<file path="src/rtl/accum_stream_feeder.sv">
// ---------------------------------------------------------------------------
// accum_stream_feeder
//
// Upstream feeder for the FP16 AXI-stream accumulator. A start request
// captures a base address and an element count. The block then reads that
// many words from a synchronous memory and streams them back-to-back on an
// AXI-stream master, with tlast on the final word. The downstream
// accumulator has no tready, so once a frame is issued nothing ever stalls.
// A zero-length request still produces exactly one 0.0 beat with tlast, so
// the accumulator always closes a frame and returns 0.0.
//
// Parameters
//   DATA_W  element width (FP16 bit pattern, passed through untouched)
//   ADDR_W  memory address width; addresses wrap modulo 2**ADDR_W
//   RD_LAT  memory read latency in cycles (>= 1)
//
// Ports
//   aclk           clock; all logic runs on the rising edge
//   aresetn        asynchronous active-low reset
//   start          frame request, only looked at while idle
//   base_addr      first element address, captured with start
//   length         element count 0..2**ADDR_W, captured with start
//   busy           high from the cycle after an accepted start through done
//   done           one-cycle pulse in the cycle after the tlast beat
//   mem_rd_en      memory read strobe
//   mem_addr       memory read address
//   mem_rd_data    memory read data, valid RD_LAT cycles after a read
//   m_axis_tvalid  beat valid
//   m_axis_tdata   beat data
//   m_axis_tlast   last beat of the frame
// ---------------------------------------------------------------------------
module accum_stream_feeder #(
  parameter int DATA_W = 16,
  parameter int ADDR_W = 10,
  parameter int RD_LAT = 1
) (
  input  logic              aclk,
  input  logic              aresetn,
  input  logic              start,
  input  logic [ADDR_W-1:0] base_addr,
  input  logic [ADDR_W:0]   length,
  output logic              busy,
  output logic              done,
  output logic              mem_rd_en,
  output logic [ADDR_W-1:0] mem_addr,
  input  logic [DATA_W-1:0] mem_rd_data,
  output logic              m_axis_tvalid,
  output logic [DATA_W-1:0] m_axis_tdata,
  output logic              m_axis_tlast
);

  typedef enum logic [2:0] {
    IDLE  = 3'd0,
    ISSUE = 3'd1,
    ZERO  = 3'd2,
    DRAIN = 3'd3,
    DONE  = 3'd4
  } state_t;

  localparam logic [ADDR_W:0]   CNT_ONE  = (ADDR_W+1)'(1);
  localparam logic [ADDR_W-1:0] ADDR_ONE = ADDR_W'(1);

  state_t state;
  state_t state_next;

  // Reads still to be issued in the current frame, including the one being
  // issued this cycle. One bit wider than the address so a full-memory
  // frame (2**ADDR_W elements) fits.
  logic [ADDR_W:0]   remaining;
  logic [ADDR_W-1:0] addr_q;
  logic              issue_last;

  // Tag entering the pipeline alongside each read (or the synthetic zero beat)
  logic tag_in_valid;
  logic tag_in_last;
  logic tag_in_zero;

  // Tag pipeline: one stage per cycle of memory latency, so the tag leaving
  // the last stage lines up with the matching mem_rd_data.
  logic [RD_LAT-1:0] tag_valid;
  logic [RD_LAT-1:0] tag_last;
  logic [RD_LAT-1:0] tag_zero;

  assign issue_last = (remaining == CNT_ONE);
  assign mem_addr   = addr_q;

  always_ff @(posedge aclk or negedge aresetn) begin
    if (!aresetn) begin
      state <= IDLE;
    end else begin
      state <= state_next;
    end
  end

  always_comb begin
    state_next   = state;
    busy         = 1'b0;
    done         = 1'b0;
    mem_rd_en    = 1'b0;
    tag_in_valid = 1'b0;
    tag_in_last  = 1'b0;
    tag_in_zero  = 1'b0;
    case (state)
      IDLE: begin
        if (start) begin
          state_next = (length == '0) ? ZERO : ISSUE;
        end
      end
      ISSUE: begin
        busy         = 1'b1;
        mem_rd_en    = 1'b1;
        tag_in_valid = 1'b1;
        tag_in_last  = issue_last;
        if (issue_last) begin
          state_next = DRAIN;
        end
      end
      ZERO: begin
        // No memory access; push a tag that forces a 0.0 beat, timed
        // exactly like a single-element frame.
        busy         = 1'b1;
        tag_in_valid = 1'b1;
        tag_in_last  = 1'b1;
        tag_in_zero  = 1'b1;
        state_next   = DRAIN;
      end
      DRAIN: begin
        // The last tag is always still in flight on entry, so waiting for
        // it to show up in the output register is unambiguous.
        busy = 1'b1;
        if (m_axis_tvalid && m_axis_tlast) begin
          state_next = DONE;
        end
      end
      DONE: begin
        busy       = 1'b1;
        done       = 1'b1;
        state_next = IDLE;
      end
      default: begin
        state_next = IDLE;
      end
    endcase
  end

  // Read counter and address. The address is only loaded for non-empty
  // frames and is not advanced past the final read, so outside ISSUE it
  // keeps showing the last address actually read.
  always_ff @(posedge aclk or negedge aresetn) begin
    if (!aresetn) begin
      remaining <= '0;
      addr_q    <= '0;
    end else begin
      case (state)
        IDLE: begin
          if (start && (length != '0)) begin
            remaining <= length;
            addr_q    <= base_addr;
          end
        end
        ISSUE: begin
          remaining <= remaining - CNT_ONE;
          if (!issue_last) begin
            addr_q <= addr_q + ADDR_ONE;
          end
        end
        default: begin
          remaining <= remaining;
        end
      endcase
    end
  end

  always_ff @(posedge aclk or negedge aresetn) begin
    if (!aresetn) begin
      tag_valid <= '0;
      tag_last  <= '0;
      tag_zero  <= '0;
    end else begin
      tag_valid[0] <= tag_in_valid;
      tag_last[0]  <= tag_in_last;
      tag_zero[0]  <= tag_in_zero;
      for (int i = 1; i < RD_LAT; i++) begin
        tag_valid[i] <= tag_valid[i-1];
        tag_last[i]  <= tag_last[i-1];
        tag_zero[i]  <= tag_zero[i-1];
      end
    end
  end

  // Registered stream outputs: no combinational path from mem_rd_data to
  // the AXI-stream port. tdata only loads on a valid tag.
  always_ff @(posedge aclk or negedge aresetn) begin
    if (!aresetn) begin
      m_axis_tvalid <= 1'b0;
      m_axis_tdata  <= '0;
      m_axis_tlast  <= 1'b0;
    end else begin
      m_axis_tvalid <= tag_valid[RD_LAT-1];
      m_axis_tlast  <= tag_valid[RD_LAT-1] & tag_last[RD_LAT-1];
      if (tag_valid[RD_LAT-1]) begin
        m_axis_tdata <= tag_zero[RD_LAT-1] ? '0 : mem_rd_data;
      end
    end
  end

endmodule
</file>
<file path="config.mk">
export PLATFORM = sky130hd
export DESIGN_NAME = accum_stream_feeder
export DESIGN_NICKNAME = d
export VERILOG_FILES = /design/src/rtl/accum_stream_feeder.sv
export SDC_FILE = /design/constraint.sdc
export NUM_CORES = 1
export LEC_CHECK = 0
export ABC_CLOCK_PERIOD_IN_PS = 2250
export CORE_MARGIN = 2
export CORE_UTILIZATION = 48
export CTS_CLUSTER_DIAMETER = 200
export CTS_CLUSTER_SIZE = 28
export DETAILED_ROUTE_END_ITERATION = 10
export HOLD_SLACK_MARGIN = 0.1
export PLACE_DENSITY = 0.9
export REMOVE_ABC_BUFFERS = 1
export SKIP_LAST_GASP = 1
export SLEW_MARGIN = 20
export SYNTH_ARGS = -nofsm -noshare
export SYNTH_HDL_FRONTEND = slang
export SYNTH_SLANG_ARGS = --single-unit
</file>
<file path="constraint.sdc">
create_clock -name aclk -period 2.25 [get_ports aclk]
set_clock_uncertainty 0.2 [all_clocks]
set_input_delay 0.225 -clock aclk [delete_from_list [all_inputs] [get_ports aclk]]
set_output_delay 0.225 -clock aclk [all_outputs]
set_load 0.05 [all_outputs]
</file>
* Word level (Yosys, flattened, before mapping)
Cells that the tools add are included.
** Cells by class
- Add/subtract/negate cells :: 2
- Equal/unequal tests :: 10
- Mux-type cells :: 17
- Bitwise gates (word level) :: 1
- Reduce and logical (&&, ||, !) cells :: 11
** Operators by type and width (number)
- $pmux W11 S2 :: 1
- $mux W10 :: 2
- $pmux W10 S2 :: 1
- $mux W16 :: 1
- $pmux W3 S4 :: 1
- $eq A11 B1 Y1 const B :: 1
- $logic_not A11 Y1 :: 1
- $mux W11 :: 1
- $reduce_bool A11 Y1 :: 1
- $sub A11 B1 Y11 const B :: 1
- $add A10 B1 Y10 const B :: 1
- $ne A2 B2 Y1 const B :: 5
- $mux W3 :: 3
- $eq A3 B2 Y1 const B :: 2
- $reduce_and A3 Y1 :: 2
- $mux W1 :: 5
- $reduce_or A4 Y1 :: 1
- $eq A3 B1 Y1 const B :: 1
- $eq A3 B3 Y1 const B :: 1
- $logic_not A3 Y1 :: 1
- $logic_and A1 B1 Y1 :: 2
- $mux W2 :: 1
- $pmux W1 S2 :: 1
- $reduce_and A2 Y1 :: 1
- 3 further kinds :: 3
** Word-level totals
- Bits in registers :: 45

* Depth between registers and ports, before layout
Gate-level depths: netlist of run 1.
- Depth after elaboration :: 4
- Mapped depth :: 7
- Mapped depth without buffers :: 5

* Worst setup path before layout of run 1
OpenSTA, ideal clock, no wires.
- Path type :: register to register
- From :: register state[1]
- To :: register addr_q[2] (netlist: mem_addr[2])
- Data arrival time :: 1990 ps
- Required time :: 1963 ps
- Setup slack :: -28 ps
- Stages on the path, launching flop included :: 7
- Buffers on the path :: 2
- Cells stage by stage :: dfrtp_1 > or3b_1 > clkbuf_1 > inv_1 > clkbuf_1 > o21ai_0 > a22oi_1
** On the way
- Word-level cells in the longest chain between the ends :: 3
- Elaborated cells between the ends (all ways) :: 7
- Those cells by class :: eq/ne (3); mux (1); reduce/logical (3)
** Ends and longest elaborated chain
- start: declaration :: RTL line 63 : state_t state;
- start signal: assignment :: RTL line 91 : state <= state_next;
- $eq A3 B1 Y1 or $logic_not A3 Y1 (tied branches) :: RTL line 154 : case (state)
- $ne A2 B2 Y1 (no line) or $reduce_bool A2 Y1 (tied branches)
- $reduce_and A3 Y1 (no line)
- end signal: assignment :: RTL line 158 : addr_q <= base_addr;
- end signal: assignment :: RTL line 164 : addr_q <= addr_q + ADDR_ONE;
- end: declaration :: RTL line 70 : logic [ADDR_W-1:0] addr_q;
Parallel ways exist; a longest one is shown, timed or not.
A chain may end at the register's enable or synchronous reset.

* Final worst setup path of run 1
- From :: register state[1]
- To :: output port mem_rd_en
** On the way
- Word-level cells in the longest chain between the ends :: 2
** Ends and longest elaborated chain
- $eq A3 B1 Y1 :: RTL line 103 : case (state)
- $mux W1 :: RTL line 103
- end: declaration :: RTL line 44 : output logic mem_rd_en,
No other way between the ends.

==> flow_metrics.py, run 1 <==
metrics = {
    "finish": {
        "fin_nets": 396,
        "drive_gt1_share_pct": 16.67,
        "n_antenna_cell": 0,
        "finish.instance_area_um2": 3555,
        "area_growth_pct": 44.36,
    },
    "sta": {
        "period_share_pct": 95.25,
        "finalSetupTns_ps": 0,
        "max_clock_freq_ghz": 0.4666,
        "worst_pin_slew_ps": 522.8,
        "period_minus_slack_ps": 2143,
        "slew_violations": 0,
        "rsz0062_at_grt": "no",
        "relSlewSlack_pct": 65.04,
        "whs_ps": 152.5,
        "final_hold_viol_count": 0,
        "fin_ws_ps": 107.0,
        "finalSetupViolations": 0,
    },
    "floorplan": {
        "core-area_um2": 5042,
        "start_util_pct": 48.83,
        "dieWidth_um": 75.63,
        "io_pins": 71,
        "chipHeight_um": 75.63,
        "dieArea_um2": 5719,
        "row_count": 26,
    },
    "synthesis": {
        "syn_area_per_cell_um2": 9.507,
        "synthXorXnorAreaFrac_pct": 0.3557,
        "synth_top_family_by_area": "compound AO/OA/AOI/OAI gates",
        "ys_seq_area_share_pct": 45.73,
        "synthCells": 259,
        "synth_area_um2": 2462,
        "ys.flop_type": "dfrtp_1",
        "ys_seq_elements": 45,
        "synth_compound_area_share_pct": 22.46,
        "ys_types": 54,
        "synth-edff-count": 0,
        "async_reset_ff_share_pct": 100.0,
        "synthAdderAreaFrac_pct": 1.524,
        "yosys_warnings": 0,
        "synth-simple-area-share_pct": 21.24,
        "synthMuxAreaShare_pct": 1.321,
    },
    "route": {
        "firstDrtPassIters": 7,
        "vias": 2408,
        "vias_per_cell": 5.679,
        "drc": 0,
        "drtAntennaViolNets": 0,
        "drtIter0Drc": 120,
        "post_drt_wl_per_cell_um": 15.19,
        "postRouteWirelength_um": 6439,
    },
    "setup_path": {
        "critPathRequiredTime_ps": 1820,
        "critPathCaptureType": "output port",
        "cp_max_fo": 12,
        "cp.arrival_ps": 1720,
        "r2r_cells": 6,
        "crit_path_start_kind": "flop",
        "path_class": "flop to output port",
    },
    "global_route": {
        "grt_overflow": 0,
        "antenna_found_initial": 0,
        "grt_pass1_vias": 2276,
        "grt_pass1_wl_um": 10280,
        "grtUsageTotal_pct": 23.43,
        "grt_max_degree": 21,
    },
    "cts": {
        "clockRootBuffer": "clkbuf_8",
        "h-tree-depth": 2,
        "cts_num_sinks": 45,
        "clk_latency_ps": 300,
        "cts_tree": "yes",
        "post_cts.repair.setup_buffers": 0,
        "clk_pin_slew_ps": 90,
        "clock_path_buffers": 2,
        "cts_buffers": 5,
    },
    "placement": {
        "dpl-instance-area_um2": 3407,
        "pre_cts_slack_ps": -211.8,
        "hpwl_um": 4810,
        "place_congestion": 0.8568,
        "portBuffers": 70,
    },
    "status": {
        "status": "complete, no violations",
    },
    "power": {
        "p_per_area_nw_per_um2": 1562,
        "p_leak_nw": 1.503,
        "peakVddDrop_mv": 0.9145,
    },
    "hold_path": {
        "min_path_type": "input pin to async pin",
    },
    "run": {
        "cap_viol_max_count": 0,
    },
}
## repair_timing
action                     in CTS  in global routing
hold endpoints to repair       45                  0
setup endpoints to repair       1                  2
pin swaps                       0                  0
gates resized for setup         1                  2
hold buffers                    1                  0
## where the power goes
part	internal [mW]	total, mW	switching, mW
Combinational	1.30	3.23	1.93
Sequential	1.19	1.59	0.404
Clock	0.441	0.727	0.286
## cell usage in the layout, fill, tap and decap left out, types with 3 or more instances in the layout
| cell type | synthesis | final |
|---|---|---|
| ha_1 | 3 | 3 |
| nor2_1 | 13 | 13 |
| buf_4 | 1 | 35 |
| a21oi_1 | 10 | 10 |
| nand3b_1 | 16 | 16 |
| o22ai_1 | 4 | 4 |
| o31a_1 | 3 | 3 |
| nor4_1 | 4 | 4 |
| clkbuf_8 | 0 | 5 |
| nor3_1 | 6 | 6 |
| o22a_1 | 5 | 5 |
| a31oi_1 | 11 | 11 |
| o21ai_0 | 21 | 21 |
| inv_1 | 24 | 23 |
| nand2_1 | 13 | 13 |
| nand3_1 | 15 | 15 |
| a41oi_1 | 3 | 3 |
| clkdlybuf4s50_1 | 0 | 66 |
| dfrtp_1 | 45 | 45 |
## per-layer routing
metal	wire length, um	global-route usage (%)
met5	0	0
met4	69	5.848
met3	433	4.233
met2	3240	41.26
met1	2696	29.89
## sequential cells by signal, summed over array words and instances (netlist names)
register / flops
tag_valid: 1
state: 3
remaining: 11
mem_addr: 10
tag_zero: 1
m_axis_tvalid: 1
m_axis_tdata: 16
tag_last: 1
m_axis_tlast: 1
## cell type report
type	count	area, um2
well taps	70	87.58
inverters	24	90.09
flip-flops and latches	45	1126
clock buffers	5	68.82
repair buffers	104	958.4
fillers	382	1488
clock inverters	3	65.06
multi-input cells	173	1159
## final timing paths
check                           startpoint          endpoint  slack [ps]
worst max-delay path              state[1]         mem_rd_en         110
worst min-delay path               aresetn      remaining[6]         150
worst max register to register    state[0]      remaining[6]         190
worst min register to register    tag_last      m_axis_tlast         250
max in group asynchronous          aresetn  m_axis_tdata[10]        1140
min in group aclk                 tag_last      m_axis_tlast         250
## worst max-delay path: stages, from the launching register on
cell     delay [ps]
dfrtp_1         450
or3b_4          470
inv_2           130
buf_4           210
buf_12          150
## cells in the mapped netlist (2+ instances only)
cell       count  area [um2]
a211o_1        2       17.52
a21oi_1       10       50.05
a221o_1        2       20.02
a22oi_1        2       15.01
a2bb2oi_1      2       17.52
a31oi_1       11       68.82
a41oi_1        3       26.28
and2_1         2       12.51
and3_1         2       12.51
buf_6          3       33.78
clkbuf_1      12       45.04
dfrtp_1       45        1126
ha_1           3       37.54
inv_1         24       90.09
mux2_2         2       22.52
nand2_1       13       48.80
nand3_1       15       75.07
nand3b_1      16       120.1
nor2_1        13       48.80
nor3_1         6       30.03
nor4_1         4       25.02
nor4b_1        2       17.52
o211ai_1       2       15.01
o21ai_0       21       105.1
o221a_1        2       22.52
o221a_2        2       22.52
o22a_1         5       43.79
o22ai_1        4       25.02
o31a_1         3       26.28
or3_1          2       12.51
## metrics by stage
step / util [%] / total power, mW / std cells
CTS: 70.42 / 5.543 / 424
global placement: 67.57 / 4.705 / 415
finish: 70.50 / 5.551 / 424
detailed placement: 67.57 / 4.803 / 415
floorplan: - / 3.605 / 242
global route: 70.50 / 5.895 / 424
## logic make-up (layout without fill, tap and decap cells)
group / Yosys count / in the layout
compound gates: 80 / 80
xor+xnor: 1 / 1
fa+ha+maj: 3 / 3
buf+inv: 41 / 136
flops: 45 / 45
mux: 3 / 3
simple gates: 86 / 86
No activity file was read; power rests on OpenSTA's default activity.
==> inputs of run 2 (changes only) <==
- GPL_ROUTABILITY_DRIVEN: unset -> 0
- SKIP_LAST_GASP: 1 -> unset
==> flow_metrics.py, run 2 (synthesis gave the netlist of run 1 again) <==
metrics = {
    "status": {
        "status": "complete, no violations",
    },
    "cts": {
        "cts_num_sinks": 45,
        "clk_pin_slew_ps": 90,
        "clockRootBuffer": "clkbuf_8",
        "clk_latency_ps": 310,
        "h-tree-depth": 2,
        "clock_path_buffers": 2,
        "cts_tree": "yes",
        "cts_buffers": 5,
        "post_cts.repair.setup_buffers": 0,
    },
    "setup_path": {
        "reg2reg_to": "mem_addr[0]",
        "startpoint": "state[1]",
        "max_stage_delay_ps": 470,
        "cp.arrival_ps": 1750,
        "reg2reg_slack_ps": 130,
        "crit_path_start_kind": "flop",
        "critPathCaptureType": "output port",
        "critical_path.reg2reg.startpoint": "state[1]",
        "crit_end": "mem_rd_en",
        "path_class": "flop to output port",
        "crit_path_cell_trace": "or3b_4 > inv_1 > buf_6 > buf_12",
        "cp_slowest_cell": "or3b_4",
        "critPathRequiredTime_ps": 1820,
        "r2r_cells": 5,
        "cp_max_fo": 12,
    },
    "finish": {
        "fin_nets": 396,
        "n_antenna_cell": 0,
        "seq_area_um2": 1126,
        "multi_input_area_um2": 1165,
        "area_growth_pct": 43.29,
        "largest-register": "m_axis_tdata",
        "stdcell_count": 424,
        "finish.instance_area_um2": 3528,
        "drive_gt1_share_pct": 16.67,
        "fill_cells": 370,
        "final_common_cell": "clkdlybuf4s50_1",
        "layout_common_cells": "clkdlybuf4s50_1 (66), dfrtp_1 (45), buf_4 (32), inv_1 (24), o21ai_0 (21)",
        "largest_reg_flops": 16,
    },
    "sta": {
        "period_minus_slack_ps": 2177,
        "finalSetupViolations": 0,
        "final_hold_viol_count": 0,
        "slew_violations": 0,
        "max_clock_freq_ghz": 0.4593,
        "period_share_pct": 96.76,
        "rsz0062_at_grt": "no",
        "relSlewSlack_pct": 65.57,
        "worst_pin_slew_ps": 514.9,
    },
    "placement": {
        "dp.cells": 414,
        "dpl-instance-area_um2": 3400,
        "portBuffers": 70,
        "hpwl_um": 4741,
    },
    "power": {
        "design_power_total_mw": 5.414,
        "p_leak_nw": 1.489,
        "peakVddDrop_mv": 0.9309,
        "p_per_area_nw_per_um2": 1535,
    },
    "run": {
        "cap_viol_max_count": 0,
    },
    "global_route": {
        "grt_pass1_vias": 2299,
        "antenna_found_initial": 0,
        "grt_max_degree": 35,
        "grt_pass1_wl_um": 10330,
        "grt_overflow": 0,
        "grtUsageTotal_pct": 23.49,
    },
    "hold_path": {
        "min_path_type": "input pin to async pin",
    },
    "route": {
        "drc": 0,
        "vias_per_cell": 5.807,
        "firstDrtPassIters": 4,
        "postRouteWirelength_um": 6505,
        "post_drt_wl_per_cell_um": 15.34,
        "drtAntennaViolNets": 0,
        "drtIter0Drc": 177,
        "vias": 2462,
    },
    "floorplan": {
        "dieWidth_um": 75.63,
        "chipHeight_um": 75.63,
        "core-area_um2": 5042,
        "row_count": 26,
        "dieArea_um2": 5719,
        "start_util_pct": 48.83,
        "io_pins": 71,
    },
}
==> run 2: how the worst min path moves through the flow <==
stage                      endpoint  slack [ps]  cells past startpoint
floorplan           m_axis_tdata[0]        -270                      0
global placement    m_axis_tdata[9]         -50                      1
detailed placement  m_axis_tdata[6]         -50                      1
CTS                    remaining[8]         170                      2
global route           remaining[5]         190                      2
finish                 remaining[8]         170                      2
==> run 2: cell type report <==
class	instances	area share, %
Inverter	24	2.553
Clock inverter	2	0.3901
Timing Repair Buffer	104	27.30
Clock buffer	6	2.340
Multi-Input combinational cell	173	33.01
Tap cell	70	2.482
Sequential cell	45	31.91
==> run 2: report_power, final <==
| part | leakage, nW | internal [mW] | switching, mW |
|---|---|---|---|
| sequential | 0.546 | 1.19 | 0.387 |
| combinational | 0.892 | 1.32 | 1.99 |
| clock | 0.0512 | 0.249 | 0.285 |
| total | 1.49 | 2.76 | 2.66 |
==> run 2: worst max-delay path, delay by kind of cell, from the launching register on <==
kind	cells	cell delay (ps)
DFF	1	460
and+or+nand+nor	1	470
buffers and inverters	3	510
==> run 2: timing repair <==
| action | in CTS | in global routing |
|---|---|---|
| hold buffers | 1 | 0 |
| gates resized for setup | 1 | 4 |
| gates cloned | 0 | 1 |
| endpoints found under the hold margin | 45 | 0 |
| setup endpoints to repair | 1 | 5 |
==> run 2: through the flow <==
stage / TNS (ps) / hold slack, ps / utilization (%) / worst slack [ps]
2_1_floorplan: -7819 / -270.6 / - / -715.7
3_3_place_gp: -1516 / -48.36 / 67.42 / -186.7
3_5_place_dp: -2433 / -45.30 / 67.42 / -232.4
4_1_cts: 0 / 168.9 / 69.58 / 30.94
5_1_grt: 0 / 188.1 / 69.98 / 16.90
6_report: 0 / 166.9 / 69.98 / 72.91
==> run 2: metal layers <==
metal | global-route usage [%] | routed length, um
met4 | 7.992 | 158
met5 | 0 | 0
met3 | 5.952 | 536
met1 | 30.70 | 2669
met2 | 38.26 | 3141
==> inputs of run 3 (changes only) <==
- SKIP_LAST_GASP: unset -> 1
==> results of run 3 <==
The final DEF is identical to that of run 2; final timing and power are the same.
==> RTL change, RTL diff (config.mk and constraints of run 2) <==
Reset style: synchronous (`aresetn`), changed in 4 clocked blocks. Comments in the files are not updated.
--- a/src/rtl/accum_stream_feeder.sv
+++ b/src/rtl/accum_stream_feeder.sv
@@ -85,5 +85,5 @@
   assign mem_addr   = addr_q;
 
-  always_ff @(posedge aclk or negedge aresetn) begin
+  always_ff @(posedge aclk) begin
     if (!aresetn) begin
       state <= IDLE;
@@ -147,5 +147,5 @@
   // frames and is not advanced past the final read, so outside ISSUE it
   // keeps showing the last address actually read.
-  always_ff @(posedge aclk or negedge aresetn) begin
+  always_ff @(posedge aclk) begin
     if (!aresetn) begin
       remaining <= '0;
@@ -172,5 +172,5 @@
   end
 
-  always_ff @(posedge aclk or negedge aresetn) begin
+  always_ff @(posedge aclk) begin
     if (!aresetn) begin
       tag_valid <= '0;
@@ -191,5 +191,5 @@
   // Registered stream outputs: no combinational path from mem_rd_data to
   // the AXI-stream port. tdata only loads on a valid tag.
-  always_ff @(posedge aclk or negedge aresetn) begin
+  always_ff @(posedge aclk) begin
     if (!aresetn) begin
       m_axis_tvalid <= 1'b0;
Function: differs if aresetn is asserted again (counterexample within 4 cycles, from zero or initial values and one cycle with aresetn low); with aresetn held inactive, the same outputs for 10 cycles.
==> RTL change against run 2 <==
Power decreased by 22%; hold slack improved by 0.10 ns; synthesized area decreased by 3.8%; cell area decreased by 4.5%; routed wire length decreased by 2.5%; sequential cell count unchanged; register-to-register slack improved by 0.05 ns; sequential share of layout area decreased by 5.2 points; setup slack improved by 0.069 ns; largest power group unchanged; highest routed layer unchanged.
==> RTL change: results (changes against run 2) <==
| Metric | Value |
|---|---|
| Pin count of the biggest net entering global routing | 20 (was 35) |
| Worst r2r src | remaining[1] (was state[1]) |
| H-tree levels | 2 (unchanged) |
| Gr usage total | 23.5% (about the same) |
| Number of DRC markers in iteration 0 | 154 (was 177) |
| Global-route wire length before repair | 10200 um (was 10300 um) |
| First drt pass iteration count | 5 (was 4) |
| DPL Wire Length | 4770 um (was 4740 um) |
| Worst skew pair latency | 0.29 ns (was 0.31 ns) |
| Arrival time worst endpoint | 2.11 ns (was 1.75 ns) |
| Leakage Power | 1.27 nW (was 1.49 nW) |
| Post-synthesis sequential area ratio | 38.0% (was 45.7%) |
| Vias in the first global route | 2223 (was 2299) |
| Worst vdd rail ir drop | 0.691 mV (was 0.931 mV) |
| Share of cells above drive strength 1 | 13.8% (was 16.7%) |
| Dpl ws | -0.164 ns (was -0.232 ns) |
| Post-synth top cells | dfxtp_1, nor2_1, a21oi_1, nor2b_1, nand2_1 (was dfrtp_1, inv_1, o21ai_0, nand3b_1, nand3_1) |
| FFs w/ async S/R, synth | 0% (was 100%) |
| Hold Crit Class | reg2reg (was in2async) |
| Met2 usage | 41.3% (was 38.3%) |
| DR vias | 2425 (was 2462) |
| Unique masters post-synth | 57 (was 54) |
| Status | finished, final reports clean (unchanged) |
| Grt met1 use | 29.7% (was 30.7%) |
| Largest Register | m_axis_tdata (unchanged) |
| Max reg flops | 16 (unchanged) |
| Beginning of the critical path | length[0] (was state[1]) |
| Sw Pwr | 0.00192 W (was 0.00266 W) |
==> RTL change: cell count changes in the layout (fill, tap and decap cells not counted), sizes merged, moves of 5 or more <==
cell    delta
a21oi     +20
or4        +5
dfxtp     +45
nor2      +19
o21ai     -19
nand3b    -15
buf        -7
o22a       -5
inv       -17
nor2b     +17
dfrtp     -45
==> RTL change: worst paths after layout <==
| kind | to | slack [ns] | cells after the start |
|---|---|---|---|
| max | remaining[5] | 0.14 | 5 |
| min | m_axis_tlast | 0.27 | 1 |
| max reg2reg | mem_addr[0] | 0.18 | 7 |
| min reg2reg | m_axis_tlast | 0.27 | 1 |
==> RTL change: cell type report <==
| class | count | area, sq um |
|---|---|---|
| Inverter | 7 | 31.3 |
| Clock buffer | 6 | 72.6 |
| Fill cell | 367 | 1380 |
| Sequential cell | 45 | 901 |
| Clock inverter | 2 | 38.8 |
| Timing Repair Buffer | 97 | 908 |
| Tap cell | 67 | 83.8 |
| Multi-Input combinational cell | 205 | 1340 |
==> RTL change: power by group through the flow <==
stage	combinational (W)	sequential (W)	clock [W]
floorplan	0.00108	0.00170	0
global placement	0.00231	0.00124	0
detailed placement	0.00237	0.00125	0
CTS	0.00239	0.00123	0.000616
global route	0.00257	0.00127	0.000648
finish	0.00240	0.00124	0.000604
==> RTL change: stage by stage <==
stage / instances / total power [W] / area (sq um) / hold slack (ns) / TNS, ns
finish: 429 / 0.00424 / 3370 / 0.267 / 0
global route: 429 / 0.00449 / 3370 / 0.285 / 0
floorplan: 257 / 0.00278 / 2270 / 0.152 / -0.207
global placement: 421 / 0.00355 / 3260 / 0.242 / -1.12
detailed placement: 421 / 0.00362 / 3260 / 0.245 / -2.07
CTS: 429 / 0.00424 / 3370 / 0.266 / 0
==> RTL change: kinds of logic after synthesis <==
| kind of cell | count (synthesis) | share of synthesized area [%] |
|---|---|---|
| compound gates | 85 | 26.5 |
| buf+inv | 25 | 5.60 |
| simple gates | 112 | 26.3 |
| flops | 45 | 38.0 |
| mux | 2 | 0.845 |
| fa+ha+maj | 3 | 1.58 |
| xor+xnor | 3 | 1.11 |
==> RTL change: worst max-delay path, stage by stage <==
cell and delay [ns]:
clkdlybuf4s50_1 0.44, or4_4 0.59, o31a_4 0.41, or3_1 0.31
o2111a_1 0.13
==> RTL change: what timing repair did <==
action | in CTS | in global routing
endpoints found under the setup margin | 0 | 4
resized for setup | 0 | 1
hold buffers | 0 | 0
==> RTL change: per-layer routing <==
layer,part of all wire [%],wire [um]
met4,2.0,129
met1,42,2700
met2,50,3200
met5,0,0
met3,5.1,323
